--- src/rtl/burst_memtest_engine_if.sv ---
// Avalon burst write/read master pair as seen from the user-logic side.
// The engine uses the master modport and the master pair/memory uses the slave modport.
interface burst_memtest_engine_if #(
    parameter int ADDRESSWIDTH = 28,
    parameter int DATAWIDTH    = 32
);
    logic                    write_control_done;
    logic                    write_control_fixed_location;
    logic [ADDRESSWIDTH-1:0] write_control_write_base;
    logic [ADDRESSWIDTH-1:0] write_control_write_length;
    logic                    write_control_go;
    logic                    write_user_write_buffer;
    logic [DATAWIDTH-1:0]    write_user_buffer_data;
    logic                    write_user_buffer_full;

    logic                    read_control_done;
    logic                    read_control_fixed_location;
    logic [ADDRESSWIDTH-1:0] read_control_read_base;
    logic [ADDRESSWIDTH-1:0] read_control_read_length;
    logic                    read_control_go;
    logic                    read_user_read_buffer;
    logic [DATAWIDTH-1:0]    read_user_buffer_output_data;
    logic                    read_user_data_available;

    modport master (
        input  write_control_done,
        output write_control_fixed_location,
        output write_control_write_base,
        output write_control_write_length,
        output write_control_go,
        output write_user_write_buffer,
        output write_user_buffer_data,
        input  write_user_buffer_full,
        input  read_control_done,
        output read_control_fixed_location,
        output read_control_read_base,
        output read_control_read_length,
        output read_control_go,
        output read_user_read_buffer,
        input  read_user_buffer_output_data,
        input  read_user_data_available
    );

    modport slave (
        output write_control_done,
        input  write_control_fixed_location,
        input  write_control_write_base,
        input  write_control_write_length,
        input  write_control_go,
        input  write_user_write_buffer,
        input  write_user_buffer_data,
        output write_user_buffer_full,
        output read_control_done,
        input  read_control_fixed_location,
        input  read_control_read_base,
        input  read_control_read_length,
        input  read_control_go,
        input  read_user_read_buffer,
        output read_user_buffer_output_data,
        output read_user_data_available
    );
endinterface

--- src/rtl/burst_memtest_engine.sv ---
// Burst memory tester: writes a counting pattern through the write master,
// reads it back through the read master and reports mismatches.
module burst_memtest_engine #(
    parameter int ADDRESSWIDTH    = 28,
    parameter int DATAWIDTH       = 32,
    parameter int BYTEENABLEWIDTH = 4,
    parameter int MAX_WORDS       = 256,
    localparam int COUNTW         = $clog2(MAX_WORDS + 1)
) (
    input  logic                    clk,
    input  logic                    reset,
    input  logic                    start,
    input  logic [1:0]              mode,
    input  logic [ADDRESSWIDTH-1:0] base_address,
    input  logic [COUNTW-1:0]       num_words,
    input  logic [DATAWIDTH-1:0]    seed,
    output logic                    busy,
    output logic                    done,
    output logic [COUNTW-1:0]       error_count,
    output logic [ADDRESSWIDTH-1:0] first_error_addr,
    output logic [DATAWIDTH-1:0]    last_read_data,
    burst_memtest_engine_if.master  avm
);
    typedef enum logic [2:0] {
        IDLE, WR_GO, WR_STREAM, WR_WAIT, RD_GO, RD_STREAM, RD_WAIT, FINISH
    } state_t;

    state_t state_reg, state_next;

    logic [1:0]              mode_reg;
    logic [ADDRESSWIDTH-1:0] base_reg;
    logic [COUNTW-1:0]       len_reg;
    logic [DATAWIDTH-1:0]    seed_reg;
    logic [COUNTW-1:0]       wr_cnt_reg;
    logic [COUNTW-1:0]       rd_cnt_reg;
    logic [COUNTW-1:0]       error_count_reg;
    logic [ADDRESSWIDTH-1:0] first_error_addr_reg;
    logic [DATAWIDTH-1:0]    last_read_data_reg;
    logic                    busy_reg;
    logic                    done_reg;

    logic                    accept;
    logic                    wr_go;
    logic                    rd_go;
    logic                    push;
    logic                    pop;
    logic                    mismatch;
    logic [COUNTW-1:0]       len_in;
    logic [COUNTW-1:0]       wr_cnt_inc;
    logic [COUNTW-1:0]       rd_cnt_inc;
    logic [DATAWIDTH-1:0]    rd_expected;
    logic [ADDRESSWIDTH-1:0] rd_addr;
    logic [ADDRESSWIDTH-1:0] byte_length;

    assign accept      = (state_reg == IDLE) && start;
    assign len_in      = (num_words > COUNTW'(MAX_WORDS)) ? COUNTW'(MAX_WORDS) : num_words;
    assign wr_cnt_inc  = wr_cnt_reg + COUNTW'(1);
    assign rd_cnt_inc  = rd_cnt_reg + COUNTW'(1);
    assign rd_expected = seed_reg + DATAWIDTH'(rd_cnt_reg);
    assign rd_addr     = base_reg + ADDRESSWIDTH'(rd_cnt_reg) * ADDRESSWIDTH'(BYTEENABLEWIDTH);
    assign byte_length = ADDRESSWIDTH'(len_reg) * ADDRESSWIDTH'(BYTEENABLEWIDTH);
    assign mismatch    = avm.read_user_buffer_output_data != rd_expected;

    always_ff @(posedge clk) begin
        if (!reset) state_reg <= IDLE;
        else        state_reg <= state_next;
    end

    always_comb begin
        state_next = state_reg;
        wr_go      = 1'b0;
        rd_go      = 1'b0;
        push       = 1'b0;
        pop        = 1'b0;
        case (state_reg)
            IDLE: begin
                if (start) begin
                    if (len_in == '0)       state_next = FINISH;
                    else if (mode == 2'd1)  state_next = RD_GO;
                    else                    state_next = WR_GO;
                end
            end
            WR_GO: begin
                wr_go      = 1'b1;
                state_next = WR_STREAM;
            end
            WR_STREAM: begin
                push = !avm.write_user_buffer_full && (wr_cnt_reg < len_reg);
                // Leave as soon as the last word is accepted so no idle cycle is spent here.
                if ((wr_cnt_reg == len_reg) || (push && wr_cnt_inc == len_reg))
                    state_next = WR_WAIT;
            end
            WR_WAIT: begin
                if (avm.write_control_done)
                    state_next = (mode_reg == 2'd0) ? FINISH : RD_GO;
            end
            RD_GO: begin
                rd_go      = 1'b1;
                state_next = RD_STREAM;
            end
            RD_STREAM: begin
                pop = avm.read_user_data_available && (rd_cnt_reg < len_reg);
                if ((rd_cnt_reg == len_reg) || (pop && rd_cnt_inc == len_reg))
                    state_next = RD_WAIT;
            end
            RD_WAIT: begin
                if (avm.read_control_done) state_next = FINISH;
            end
            FINISH: state_next = IDLE;
            default: state_next = IDLE;
        endcase
    end

    always_ff @(posedge clk) begin
        if (!reset) begin
            mode_reg             <= '0;
            base_reg             <= '0;
            len_reg              <= '0;
            seed_reg             <= '0;
            wr_cnt_reg           <= '0;
            rd_cnt_reg           <= '0;
            error_count_reg      <= '0;
            first_error_addr_reg <= '0;
            last_read_data_reg   <= '0;
            busy_reg             <= 1'b0;
            done_reg             <= 1'b0;
        end else begin
            done_reg <= (state_reg == FINISH);
            if (state_reg == FINISH) busy_reg <= 1'b0;
            if (accept) begin
                mode_reg             <= mode;
                base_reg             <= base_address;
                len_reg              <= len_in;
                seed_reg             <= seed;
                wr_cnt_reg           <= '0;
                rd_cnt_reg           <= '0;
                error_count_reg      <= '0;
                first_error_addr_reg <= '0;
                busy_reg             <= 1'b1;
            end
            if (push) wr_cnt_reg <= wr_cnt_inc;
            if (pop) begin
                rd_cnt_reg         <= rd_cnt_inc;
                last_read_data_reg <= avm.read_user_buffer_output_data;
                if (mismatch) begin
                    // A saturated count never returns to zero, so zero marks "no error seen yet".
                    if (error_count_reg != '1) error_count_reg <= error_count_reg + COUNTW'(1);
                    if (error_count_reg == '0) first_error_addr_reg <= rd_addr;
                end
            end
        end
    end

    assign busy             = busy_reg;
    assign done             = done_reg;
    assign error_count      = error_count_reg;
    assign first_error_addr = first_error_addr_reg;
    assign last_read_data   = last_read_data_reg;

    assign avm.write_control_fixed_location = 1'b0;
    assign avm.write_control_write_base     = base_reg;
    assign avm.write_control_write_length   = byte_length;
    assign avm.write_control_go             = wr_go;
    assign avm.write_user_write_buffer      = push;
    assign avm.write_user_buffer_data       = seed_reg + DATAWIDTH'(wr_cnt_reg);

    assign avm.read_control_fixed_location  = 1'b0;
    assign avm.read_control_read_base       = base_reg;
    assign avm.read_control_read_length     = byte_length;
    assign avm.read_control_go              = rd_go;
    assign avm.read_user_read_buffer        = pop;
endmodule
--- src/flat_wrapper.sv ---
// flat-port wrapper written by rule: the top's interface ports become plain ports
module burst_memtest_engine_flat 
#(
    parameter int ADDRESSWIDTH    = 28,
    parameter int DATAWIDTH       = 32,
    parameter int BYTEENABLEWIDTH = 4,
    parameter int MAX_WORDS       = 256,
    localparam int COUNTW         = $clog2(MAX_WORDS + 1)
)
  (clk, reset, start, mode, base_address, num_words, seed, busy, done, error_count, first_error_addr, last_read_data, avm_write_control_done, avm_write_control_fixed_location, avm_write_control_write_base, avm_write_control_write_length, avm_write_control_go, avm_write_user_write_buffer, avm_write_user_buffer_data, avm_write_user_buffer_full, avm_read_control_done, avm_read_control_fixed_location, avm_read_control_read_base, avm_read_control_read_length, avm_read_control_go, avm_read_user_read_buffer, avm_read_user_buffer_output_data, avm_read_user_data_available);
  burst_memtest_engine_if #(.ADDRESSWIDTH(ADDRESSWIDTH), .DATAWIDTH(DATAWIDTH)) avm_i ();
  input  logic clk;
  input  logic reset;
  input  logic start;
  input  logic [1:0] mode;
  input  logic [ADDRESSWIDTH-1:0] base_address;
  input  logic [COUNTW-1:0] num_words;
  input  logic [DATAWIDTH-1:0] seed;
  output logic busy;
  output logic done;
  output logic [COUNTW-1:0] error_count;
  output logic [ADDRESSWIDTH-1:0] first_error_addr;
  output logic [DATAWIDTH-1:0] last_read_data;
  input wire logic [$bits(avm_i.write_control_done)-1:0] avm_write_control_done;
  output wire logic [$bits(avm_i.write_control_fixed_location)-1:0] avm_write_control_fixed_location;
  output wire logic [$bits(avm_i.write_control_write_base)-1:0] avm_write_control_write_base;
  output wire logic [$bits(avm_i.write_control_write_length)-1:0] avm_write_control_write_length;
  output wire logic [$bits(avm_i.write_control_go)-1:0] avm_write_control_go;
  output wire logic [$bits(avm_i.write_user_write_buffer)-1:0] avm_write_user_write_buffer;
  output wire logic [$bits(avm_i.write_user_buffer_data)-1:0] avm_write_user_buffer_data;
  input wire logic [$bits(avm_i.write_user_buffer_full)-1:0] avm_write_user_buffer_full;
  input wire logic [$bits(avm_i.read_control_done)-1:0] avm_read_control_done;
  output wire logic [$bits(avm_i.read_control_fixed_location)-1:0] avm_read_control_fixed_location;
  output wire logic [$bits(avm_i.read_control_read_base)-1:0] avm_read_control_read_base;
  output wire logic [$bits(avm_i.read_control_read_length)-1:0] avm_read_control_read_length;
  output wire logic [$bits(avm_i.read_control_go)-1:0] avm_read_control_go;
  output wire logic [$bits(avm_i.read_user_read_buffer)-1:0] avm_read_user_read_buffer;
  input wire logic [$bits(avm_i.read_user_buffer_output_data)-1:0] avm_read_user_buffer_output_data;
  input wire logic [$bits(avm_i.read_user_data_available)-1:0] avm_read_user_data_available;
  assign avm_i.write_control_done = avm_write_control_done;
  assign avm_write_control_fixed_location = avm_i.write_control_fixed_location;
  assign avm_write_control_write_base = avm_i.write_control_write_base;
  assign avm_write_control_write_length = avm_i.write_control_write_length;
  assign avm_write_control_go = avm_i.write_control_go;
  assign avm_write_user_write_buffer = avm_i.write_user_write_buffer;
  assign avm_write_user_buffer_data = avm_i.write_user_buffer_data;
  assign avm_i.write_user_buffer_full = avm_write_user_buffer_full;
  assign avm_i.read_control_done = avm_read_control_done;
  assign avm_read_control_fixed_location = avm_i.read_control_fixed_location;
  assign avm_read_control_read_base = avm_i.read_control_read_base;
  assign avm_read_control_read_length = avm_i.read_control_read_length;
  assign avm_read_control_go = avm_i.read_control_go;
  assign avm_read_user_read_buffer = avm_i.read_user_read_buffer;
  assign avm_i.read_user_buffer_output_data = avm_read_user_buffer_output_data;
  assign avm_i.read_user_data_available = avm_read_user_data_available;
  burst_memtest_engine #(.ADDRESSWIDTH(ADDRESSWIDTH), .DATAWIDTH(DATAWIDTH), .BYTEENABLEWIDTH(BYTEENABLEWIDTH), .MAX_WORDS(MAX_WORDS)) u_core (.clk(clk), .reset(reset), .start(start), .mode(mode), .base_address(base_address), .num_words(num_words), .seed(seed), .busy(busy), .done(done), .error_count(error_count), .first_error_addr(first_error_addr), .last_read_data(last_read_data), .avm(avm_i));
endmodule
--- config.mk ---
export PLATFORM = sky130hd
export DESIGN_NAME = burst_memtest_engine_flat
export DESIGN_NICKNAME = d
export VERILOG_FILES = /design/src/rtl/burst_memtest_engine_if.sv /design/src/rtl/burst_memtest_engine.sv /design/src/flat_wrapper.sv
export SDC_FILE = /design/constraint.sdc
export NUM_CORES = 1
export LEC_CHECK = 0
export CAP_MARGIN = 5
export CORE_ASPECT_RATIO = 1.4
export CORE_MARGIN = 1.5
export CORE_UTILIZATION = 52
export CTS_CLUSTER_DIAMETER = 150
export DETAILED_ROUTE_END_ITERATION = 16
export PLACE_DENSITY = 0.92
export SYNTH_ARGS = -nofsm -noshare
export SYNTH_HDL_FRONTEND = slang
export SYNTH_SLANG_ARGS = --single-unit
--- constraint.sdc ---
create_clock -name clk -period 8.48 [get_ports clk]
set_input_delay 1.272 -clock clk [delete_from_list [all_inputs] [get_ports clk]]
set_output_delay 1.272 -clock clk [all_outputs]
set_load 0.1 [all_outputs]
==> results of run 1 <==
power groups by stage:
stage	Clock [mW]	Sequential, mW	Combinational (mW)
floorplan	0	1.17	1.07
global placement	0	0.981	1.58
detailed placement	0	0.985	1.59
CTS	0.744	0.968	1.60
global route	0.780	0.983	1.67
finish	0.738	0.972	1.60
layout by cell type (no fill, tap or decap), types with 11 or more instances in the layout:
master	instances
clkdlybuf4s50_1	289
nand2_1	242
dfxtp_1	163
a21boi_0	87
a21oi_1	80
xnor2_1	76
nor2_1	62
nand3_1	55
ha_1	50
o21ai_0	49
xor2_1	46
inv_1	43
conb_1	40
and3_1	27
nand2b_1	24
o21a_1	23
nor3_1	21
and2_1	18
clkbuf_16	17
nand4_1	16
nand3b_1	15
nor2b_1	14
o211ai_1	11
layer usage:
metal,up-vias,GRT usage,share of wire
met4,2,0.161,0.051
met1,4932,0.331,0.37
li1,5047,-,-
met2,486,0.543,0.51
met5,-,0,0.00045
met3,119,0.0494,0.061
worst max path at each step:
| stage | from | depth (start not counted) | to |
|---|---|---|---|
| 2_1_floorplan | u_core.wr_cnt_reg[0] | 13 | avm_write_user_buffer_data[28] |
| 3_3_place_gp | avm_write_user_buffer_full | 7 | avm_write_user_write_buffer |
| 3_5_place_dp | u_core.wr_cnt_reg[0] | 13 | avm_write_user_buffer_data[28] |
| 4_1_cts | u_core.wr_cnt_reg[0] | 13 | avm_write_user_buffer_data[28] |
| 5_1_grt | u_core.wr_cnt_reg[0] | 13 | avm_write_user_buffer_data[28] |
| 6_report | u_core.wr_cnt_reg[0] | 13 | avm_write_user_buffer_data[28] |
per-stage QoR:
step	hold WS [ns]	cells	utilization
floorplan	0.436	1435	-
global placement	0.443	1830	0.652
detailed placement	0.448	1830	0.652
CTS	0.458	1862	0.679
global route	0.474	1862	0.679
finish	0.456	1862	0.679
final cells by class:
type / instances / area (sq um) / area share
sequential: 163 / 3260 / 0.235
multi-input combinational: 1070 / 6650 / 0.478
inverter: 44 / 165 / 0.0119
timing repair buffer: 297 / 2950 / 0.212
clock buffer: 18 / 439 / 0.0316
clock inverter: 14 / 116 / 0.00837
tap: 256 / 320 / 0.0230
cell families (layout without fill, tap and decap cells):
group / count (synthesis) / after routing / share of synthesized area
adders and majority gates: 53 / 53 / 0.0633
xor gates and xnor gates: 122 / 122 / 0.0987
AOI/OAI and AO/OA: 315 / 315 / 0.196
DFF: 163 / 163 / 0.301
buffers and inverters: 202 / 373 / 0.100
and+or+nand+nor: 534 / 534 / 0.235
muxes: 6 / 6 / 0.00555
other: 1 / 40 / 0.000346
worst max-delay path: cells and delay by family, from the launching register on:
kind | cells | cell delay (ns)
adders and majority gates | 2 | 0.60
buffers and inverters | 2 | 1.19
xor gates and xnor gates | 1 | 0.17
AOI/OAI and AO/OA | 6 | 1.58
DFF | 1 | 0.42
and+or+nand+nor | 2 | 0.50
==> results.cfg, run 1 <==
[run_status]
status = finished clean

[yosys]
syn_area_per_cell_sq_um = 7.76
synth.most_common_cell = nand2_1
yosysWarnings = 0
yosysSeqAreaShare = 0.301
yosysTopAreaCell = dfxtp_1
synth_cell_types = 66
synth_common_cells = nand2_1 (243), dfxtp_1 (163), a21boi_0 (87)
synth_top_area_frac = 0.301
syn_inst = 1396
synth-edff-count = 0
ys_top_cells_by_area = dfxtp_1 (30%), nand2_1 (8.4%), xnor2_1 (6.1%), a21boi_0 (6.0%), ha_1 (5.8%)
synth-seq-cells = 163
yosys_most_used_dff = dfxtp_1
synthArstFlopShare = 0
syn-cell-area_sq_mm = 0.0108

[clock_network]
cts.sinks = 163
clkTransAtPathRegs_ns = 0.07
cts-htree-levels = 4
ctsResizeCount = 0
tritoncts = built
hold_buffers = 0
cts_buffer_depth = 2
clk_latency_ns = 0.43
post_cts_buffers = 0
cts-root-buf = clkbuf_16
cts_buffers = 17

[detailed_routing]
firstDrtPassIters = 5
drt_iter0_drc = 809
drc = 0
via_count = 10600
drtAntennaViolNets = 0
viasPerCell = 5.69
wl_per_cell_microns = 18.0
wl_microns = 33500

[layout]
drive_gt1_frac = 0.0349
antennaDiodeCount = 0
syn_to_final_growth_pct = 28.4
n_fill_cell = 1634
num-nets-final = 1756
stdcell_area_sq_mm = 0.0139

[power]
power_mw = 3.31
seq_power_share = 0.294
p_sw_mw = 1.68
p_comb_frac = 0.483
leakagePower_nw = 5.29
power_density_mw_per_mm2 = 238
ir_drop_mv = 0.209
clock_power_share = 0.223
p_int_mw = 1.62
swShare = 0.509

[critical_path]
r2r_end = u_core.error_count[3]
crit_fanout = 9
end_kind = output pin
cpMaxStageDelayCell = clkdlybuf4s50_1
critPathKind = flip-flop to output pin
worstPathArrival_ns = 4.91
slowest_delay_ns = 1.14
timing.rr.start = u_core.rd_cnt_reg[0]
cp_cell_sequence = ha_1 > inv_1 > fa_1 > nor2b_1 > o21ai_0 > a21boi_0 > o21ai_0 > a21boi_0 > o2111ai_1 > a311o_1 > nor4_1 > xor2_1 > clkdlybuf4s50_1
regToRegSetupSlack_ns = 4.24
cp-start-kind = flip-flop
r2r_cells = 11
critPathRequiredTime_ns = 7.21

[sta]
slew_headroom = 0.265
worst_slack_ns = 2.30
worst_slew_pin_slew_ns = 1.10
setup_tns_ns = 0
hold_viol = 0
fin_crit_ns = 6.18
fmax_mhz = 162
skew_ns = 0.0181
rsz0062_at_grt = no
slew_violations = 0
final-setup-viol-count = 0
finalCritPeriodShare = 0.729

[grt]
grt_remaining_overflow = 0
grt_max_degree = 75
antenna_found_initial = 1
track_usage = 0.299
grt_pass1_vias = 10200
grt_pass1_wl_microns = 53000

[place]
io_buffers = 290
dp_hpwl_microns = 25100
post-place-ws_ns = 2.83
placement.cell_area_sq_mm = 0.0134
globalplace.congestion = 0.923

[die]
fp.coreArea_sq_mm = 0.0205
initial_utilization = 0.529
rows = 62
die_h_microns = 174
ios = 331
fp.dieW_microns = 125
die-area_sq_mm = 0.0217

[min_path]
hold_start = u_core.last_read_data[24]
worstHoldPathType = flip-flop to flip-flop
holdPathStages = 2
hold_path_end = u_core.last_read_data[24]

[run]
maxCapViolCount = 0
(Power assumes the default switching activity.)
==> inputs of run 2 (changes only) <==
--- a/config.mk
+++ b/config.mk
@@ -8,10 +8,10 @@
 export CAP_MARGIN = 5
 export CORE_ASPECT_RATIO = 1.4
 export CORE_MARGIN = 1.5
-export CORE_UTILIZATION = 52
+export CORE_UTILIZATION = 48
 export CTS_CLUSTER_DIAMETER = 150
 export DETAILED_ROUTE_END_ITERATION = 16
-export PLACE_DENSITY = 0.92
+export PLACE_DENSITY = 0.86
 export SYNTH_ARGS = -nofsm -noshare
 export SYNTH_HDL_FRONTEND = slang
 export SYNTH_SLANG_ARGS = --single-unit
==> constraint.sdc (replaced) <==
create_clock -name clk -period 5.7 [get_ports clk]
set_input_delay 0.855 -clock clk [delete_from_list [all_inputs] [get_ports clk]]
set_output_delay 0.855 -clock clk [all_outputs]
set_load 0.1 [all_outputs]
==> run 2 against run 1 <==
Global-route usage is 2.3 points lower; routed wire length decreased by 2.2%; sequential power is 48% higher; sequential share of layout area shrank 0.11 points; cell count rose by 2.3%; combinational power rose by 48%; first-iteration DRC count down 26%; clock power rose by 64%; worst setup slack got worse by 1.7 ns; utilization fell by 4.5 points; clock skew fell by 0.0042 ns.
==> results.cfg, run 2 (synthesis results as in run 1) <==
[sta]
skew_ns = 0.0139
slew_headroom = 0.250
hold_ws_ns = 0.455
slew_violations = 0
finalCritPeriodShare = 0.888
fmax_mhz = 198
setup_tns_ns = 0
hold_viol = 0
fin_crit_ns = 5.06
worst_slew_pin_slew_ns = 1.13
rsz0062_at_grt = no
final-setup-viol-count = 0

[critical_path]
cp-start-kind = flip-flop
end_kind = output pin
timing.rr.start = u_core.rd_cnt_reg[0]
slowest_delay_ns = 1.15
critPathKind = flip-flop to output pin
r2r_cells = 11
regToRegSetupSlack_ns = 1.54
cpMaxStageDelayCell = clkdlybuf4s50_1
crit_fanout = 7
cp_cell_sequence = ha_1 > a21o_1 > a21oi_1 > o21ai_0 > a21oi_1 > o21ai_0 > a21oi_1 > o21ai_1 > nand2_1 > xnor2_1 > clkdlybuf4s50_1
r2r_end = u_core.error_count[6]
cpMostUsedCell = a21oi_1
worstPathArrival_ns = 4.21
critPathRequiredTime_ns = 4.85

[clock_network]
cts_buffer_depth = 2
hold_buffers = 0
cts-htree-levels = 4
clkTransAtPathRegs_ns = 0.08
ctsResizeCount = 0
cts.sinks = 163
cts_buffers = 17
tritoncts = built
clk_latency_ns = 0.43
post_cts_buffers = 0
cts-root-buf = clkbuf_16

[grt]
antenna_found_initial = 1
grt_remaining_overflow = 0
grt_pass1_wl_microns = 51500
grt_pass1_vias = 10100
grt_max_degree = 70
track_usage = 0.276

[run_status]
status = finished clean

[min_path]
hold_start = u_core.last_read_data[14]
holdPathStages = 2
worstHoldPathType = flip-flop to flip-flop
hold_path_end = u_core.last_read_data[14]

[power]
clock_power_share = 0.241
p_int_mw = 2.49
leakagePower_nw = 5.36
p_comb_frac = 0.473
p_sw_mw = 2.52
power_density_mw_per_mm2 = 359
ir_drop_mv = 0.247
seq_power_share = 0.287
swShare = 0.503

[detailed_routing]
via_count = 10500
wl_microns = 32700
viasPerCell = 5.49
wl_per_cell_microns = 17.2
drtAntennaViolNets = 0
drt_iter0_drc = 596
drc = 0
firstDrtPassIters = 5

[place]
io_buffers = 290
dp_hpwl_microns = 24900
globalplace.congestion = 0.899

[layout]
num-nets-final = 1757
syn_to_final_growth_pct = 29.0
layout.cells.most_common = clkdlybuf4s50_1
antennaDiodeCount = 0
area.sequential_sq_mm = 0.00326
drive_gt1_frac = 0.0479
n_fill_cell = 1907
multiInputGateArea_sq_mm = 0.00665
mostFrequentLayoutCells = clkdlybuf4s50_1 (269), nand2_1 (242), dfxtp_1 (163), a21boi_0 (87), a21oi_1 (80)

[die]
ios = 331
fp.coreArea_sq_mm = 0.0220
fp.dieW_microns = 130
initial_utilization = 0.492
die-area_sq_mm = 0.0235
die_h_microns = 181
rows = 64

[run]
maxCapViolCount = 0
-- run 2: how the worst max path moves through the flow --
stage | startpoint | end | slack, ns
detailed placement | u_core.seed_reg[1] | avm_write_user_buffer_data[29] | 1.10
global route | u_core.wr_cnt_reg[0] | avm_write_user_buffer_data[28] | 0.40
global placement | u_core.seed_reg[1] | avm_write_user_buffer_data[29] | 1.25
finish | u_core.seed_reg[1] | avm_write_user_buffer_data[29] | 0.64
floorplan | u_core.wr_cnt_reg[0] | avm_write_user_buffer_data[28] | 0.71
CTS | u_core.seed_reg[1] | avm_write_user_buffer_data[29] | 0.64
-- run 2: critical path, delay by kind of cell (launching register included) --
kind | cells | cell delay, ns
xor+xnor | 1 | 0.13
simple gates | 1 | 0.18
buf+inv | 1 | 1.15
compound gates | 7 | 1.59
flops | 1 | 0.45
fa+ha+maj | 1 | 0.27
-- run 2: area by class of cell --
type                       count  area share
clock buffer                  17      0.0304
clock inverter                15      0.0134
inverter                      44      0.0118
multi-input combinational   1070       0.476
sequential                   163       0.234
tap                          297      0.0266
timing repair buffer         298       0.208
-- run 2: per-stage QoR --
step | power, mW | utilization | instances | setup slack, ns | cell area, sq um
3_3_place_gp | 3.80 | 0.607 | 1872 | 1.25 | 13400
3_5_place_dp | 3.83 | 0.607 | 1872 | 1.10 | 13400
4_1_cts | 5.03 | 0.634 | 1904 | 0.638 | 14000
5_1_grt | 5.21 | 0.634 | 1904 | 0.400 | 14000
6_report | 5.01 | 0.634 | 1904 | 0.639 | 14000
2_1_floorplan | 3.33 | - | 1435 | 0.713 | 11000
-- run 2: metal layers --
metal	track usage	vias up	routed length, microns
met1	0.305	4920	12300
met3	0.0480	74	2000
met5	0	-	13
met2	0.506	396	17200
met4	0.122	2	1160
li1	-	5060	-
-- run 2: power by group through the flow --
stage | registers, mW | logic, mW | clock network [mW]
6_report | 1.44 | 2.37 | 1.21
5_1_grt | 1.46 | 2.49 | 1.26
4_1_cts | 1.43 | 2.37 | 1.22
3_5_place_dp | 1.46 | 2.37 | 0
3_3_place_gp | 1.46 | 2.35 | 0
2_1_floorplan | 1.74 | 1.59 | 0
==> inputs of run 3 (changes only) <==
--- a/config.mk
+++ b/config.mk
@@ -12,6 +12,7 @@
 export CTS_CLUSTER_DIAMETER = 150
 export DETAILED_ROUTE_END_ITERATION = 16
 export PLACE_DENSITY = 0.86
+export RECOVER_POWER = 25
 export SYNTH_ARGS = -nofsm -noshare
 export SYNTH_HDL_FRONTEND = slang
 export SYNTH_SLANG_ARGS = --single-unit
==> run 3 against run 2 <==
The flow now finishes with violations (max-capacitance violations, max-slew violations); sequential power barely moved; cell count did not move; die area did not move; non-clock buffer count did not move; global-route usage did not move; critical path depth did not move; register-to-register slack got worse by 0.24 ns; largest cell class unchanged.
==> results.cfg, run 3 (synthesis results as in run 1) <==
[detailed_routing]
drt_iter0_drc = 543
firstDrtPassIters = 8
via_count = 10400
wl_per_cell_microns = 17.2
wl_microns = 32800
viasPerCell = 5.47
drtAntennaViolNets = 0
drc = 0

[clock_network]
tritoncts = built
clk_latency_ns = 0.44
post_cts_buffers = 0
cts.sinks = 163
cts-root-buf = clkbuf_16
ctsResizeCount = 0
clkTransAtPathRegs_ns = 0.08
hold_buffers = 0
cts_buffer_depth = 2
cts_buffers = 17
cts-htree-levels = 4

[critical_path]
critPathKind = flip-flop to output pin
timing.rr.start = u_core.state_reg[0]
critical_path.startpoint = u_core.seed_reg[1]
end_kind = output pin
critPathRequiredTime_ns = 4.85
worstPathArrival_ns = 4.22
crit_fanout = 7
cp-start-kind = flip-flop

[layout]
antennaDiodeCount = 0
syn_to_final_growth_pct = 28.9
final_cells = 1904
stdcell_area_sq_mm = 0.0140
mostFrequentLayoutCells = nand2_1 (242), clkdlybuf4s50_1 (229), dfxtp_1 (163), a21boi_0 (87), a21oi_1 (80)
layout.cells.most_common = nand2_1
area.sequential_sq_mm = 0.00326
drive_gt1_frac = 0.0454
n_fill_cell = 1910
multiInputGateArea_sq_mm = 0.00665
num-nets-final = 1757

[min_path]
hold_start = u_core.last_read_data[14]
worstHoldPathType = flip-flop to flip-flop

[sta]
hold_viol = 0
worst_slew_pin_slew_ns = 3.10
final-setup-viol-count = 0
hold_ws_ns = 0.452
setup_tns_ns = 0
fin_crit_ns = 5.07
finalCritPeriodShare = 0.890
slew_headroom = -1.07
fmax_mhz = 197
skew_ns = 0.0145
slew_violations = 222
rsz0062_at_grt = no

[grt]
antenna_found_initial = 1
grt_pass1_wl_microns = 51500
grt_max_degree = 70
grt_pass1_vias = 10100
grt_remaining_overflow = 0
track_usage = 0.276

[run_status]
status = finished, violations left
violations = max-capacitance violations, max-slew violations

[place]
globalplace.congestion = 0.899
dp_hpwl_microns = 24900
io_buffers = 290
dpl.cell_count = 1872
placement.cell_area_sq_mm = 0.0134

[die]
fp.coreArea_sq_mm = 0.0220
rows = 64
die-area_sq_mm = 0.0235
fp.dieW_microns = 130
die_h_microns = 181
ios = 331
initial_utilization = 0.492

[power]
power_density_mw_per_mm2 = 360
leakagePower_nw = 5.49
ir_drop_mv = 0.247

[run]
maxCapViolCount = 4
==> run 3: stage by stage <==
stage,util,power (mW),setup WS [ns]
global route,0.634,5.22,0.400
finish,0.634,5.03,0.629
floorplan,-,3.33,0.713
detailed placement,0.607,3.83,1.10
CTS,0.634,5.03,0.638
global placement,0.607,3.80,1.25
==> run 3: worst paths after layout <==
check / slack, ns / to / cells after the start
worst max-delay path: 0.63 / avm_write_user_buffer_data[29] / 11
worst min-delay path: 0.45 / u_core.last_read_data[14] / 2
worst max register to register: 1.30 / u_core.rd_cnt_reg[4] / 6
worst min register to register: 0.45 / u_core.last_read_data[14] / 2
==> run 3: cell type report <==
type                            instances  area share
Clock inverter                         15      0.0134
Timing Repair Buffer                  298       0.208
Clock buffer                           17      0.0305
Tap cell                              297      0.0266
Sequential cell                       163       0.234
Multi-Input combinational cell       1070       0.476
Inverter                               44      0.0118
==> run 3: power by group <==
group / internal [mW] / switching, mW
sequential: 1.25 / 0.189
combinational: 0.586 / 1.79
clock: 0.669 / 0.539
total: 2.50 / 2.52
==> run 3: critical path, cell delays in order (launching register included) <==
cell	delay (ns)
dfxtp_1	0.45
ha_1	0.27
a21o_1	0.18
a21oi_1	0.21
o21ai_0	0.13
a21oi_1	0.23
o21ai_0	0.13
a21oi_1	0.38
o21ai_1	0.34
nand2_1	0.18
xnor2_1	0.13
clkdlybuf4s50_1	1.15
==> run 3: metal layers <==
metal | track usage | up-vias | wire length (microns)
li1 | - | 5065 | -
met1 | 0.305 | 4897 | 12500
met2 | 0.506 | 373 | 17300
met3 | 0.0480 | 78 | 1800
met4 | 0.122 | 2 | 1160
met5 | 0 | - | 13
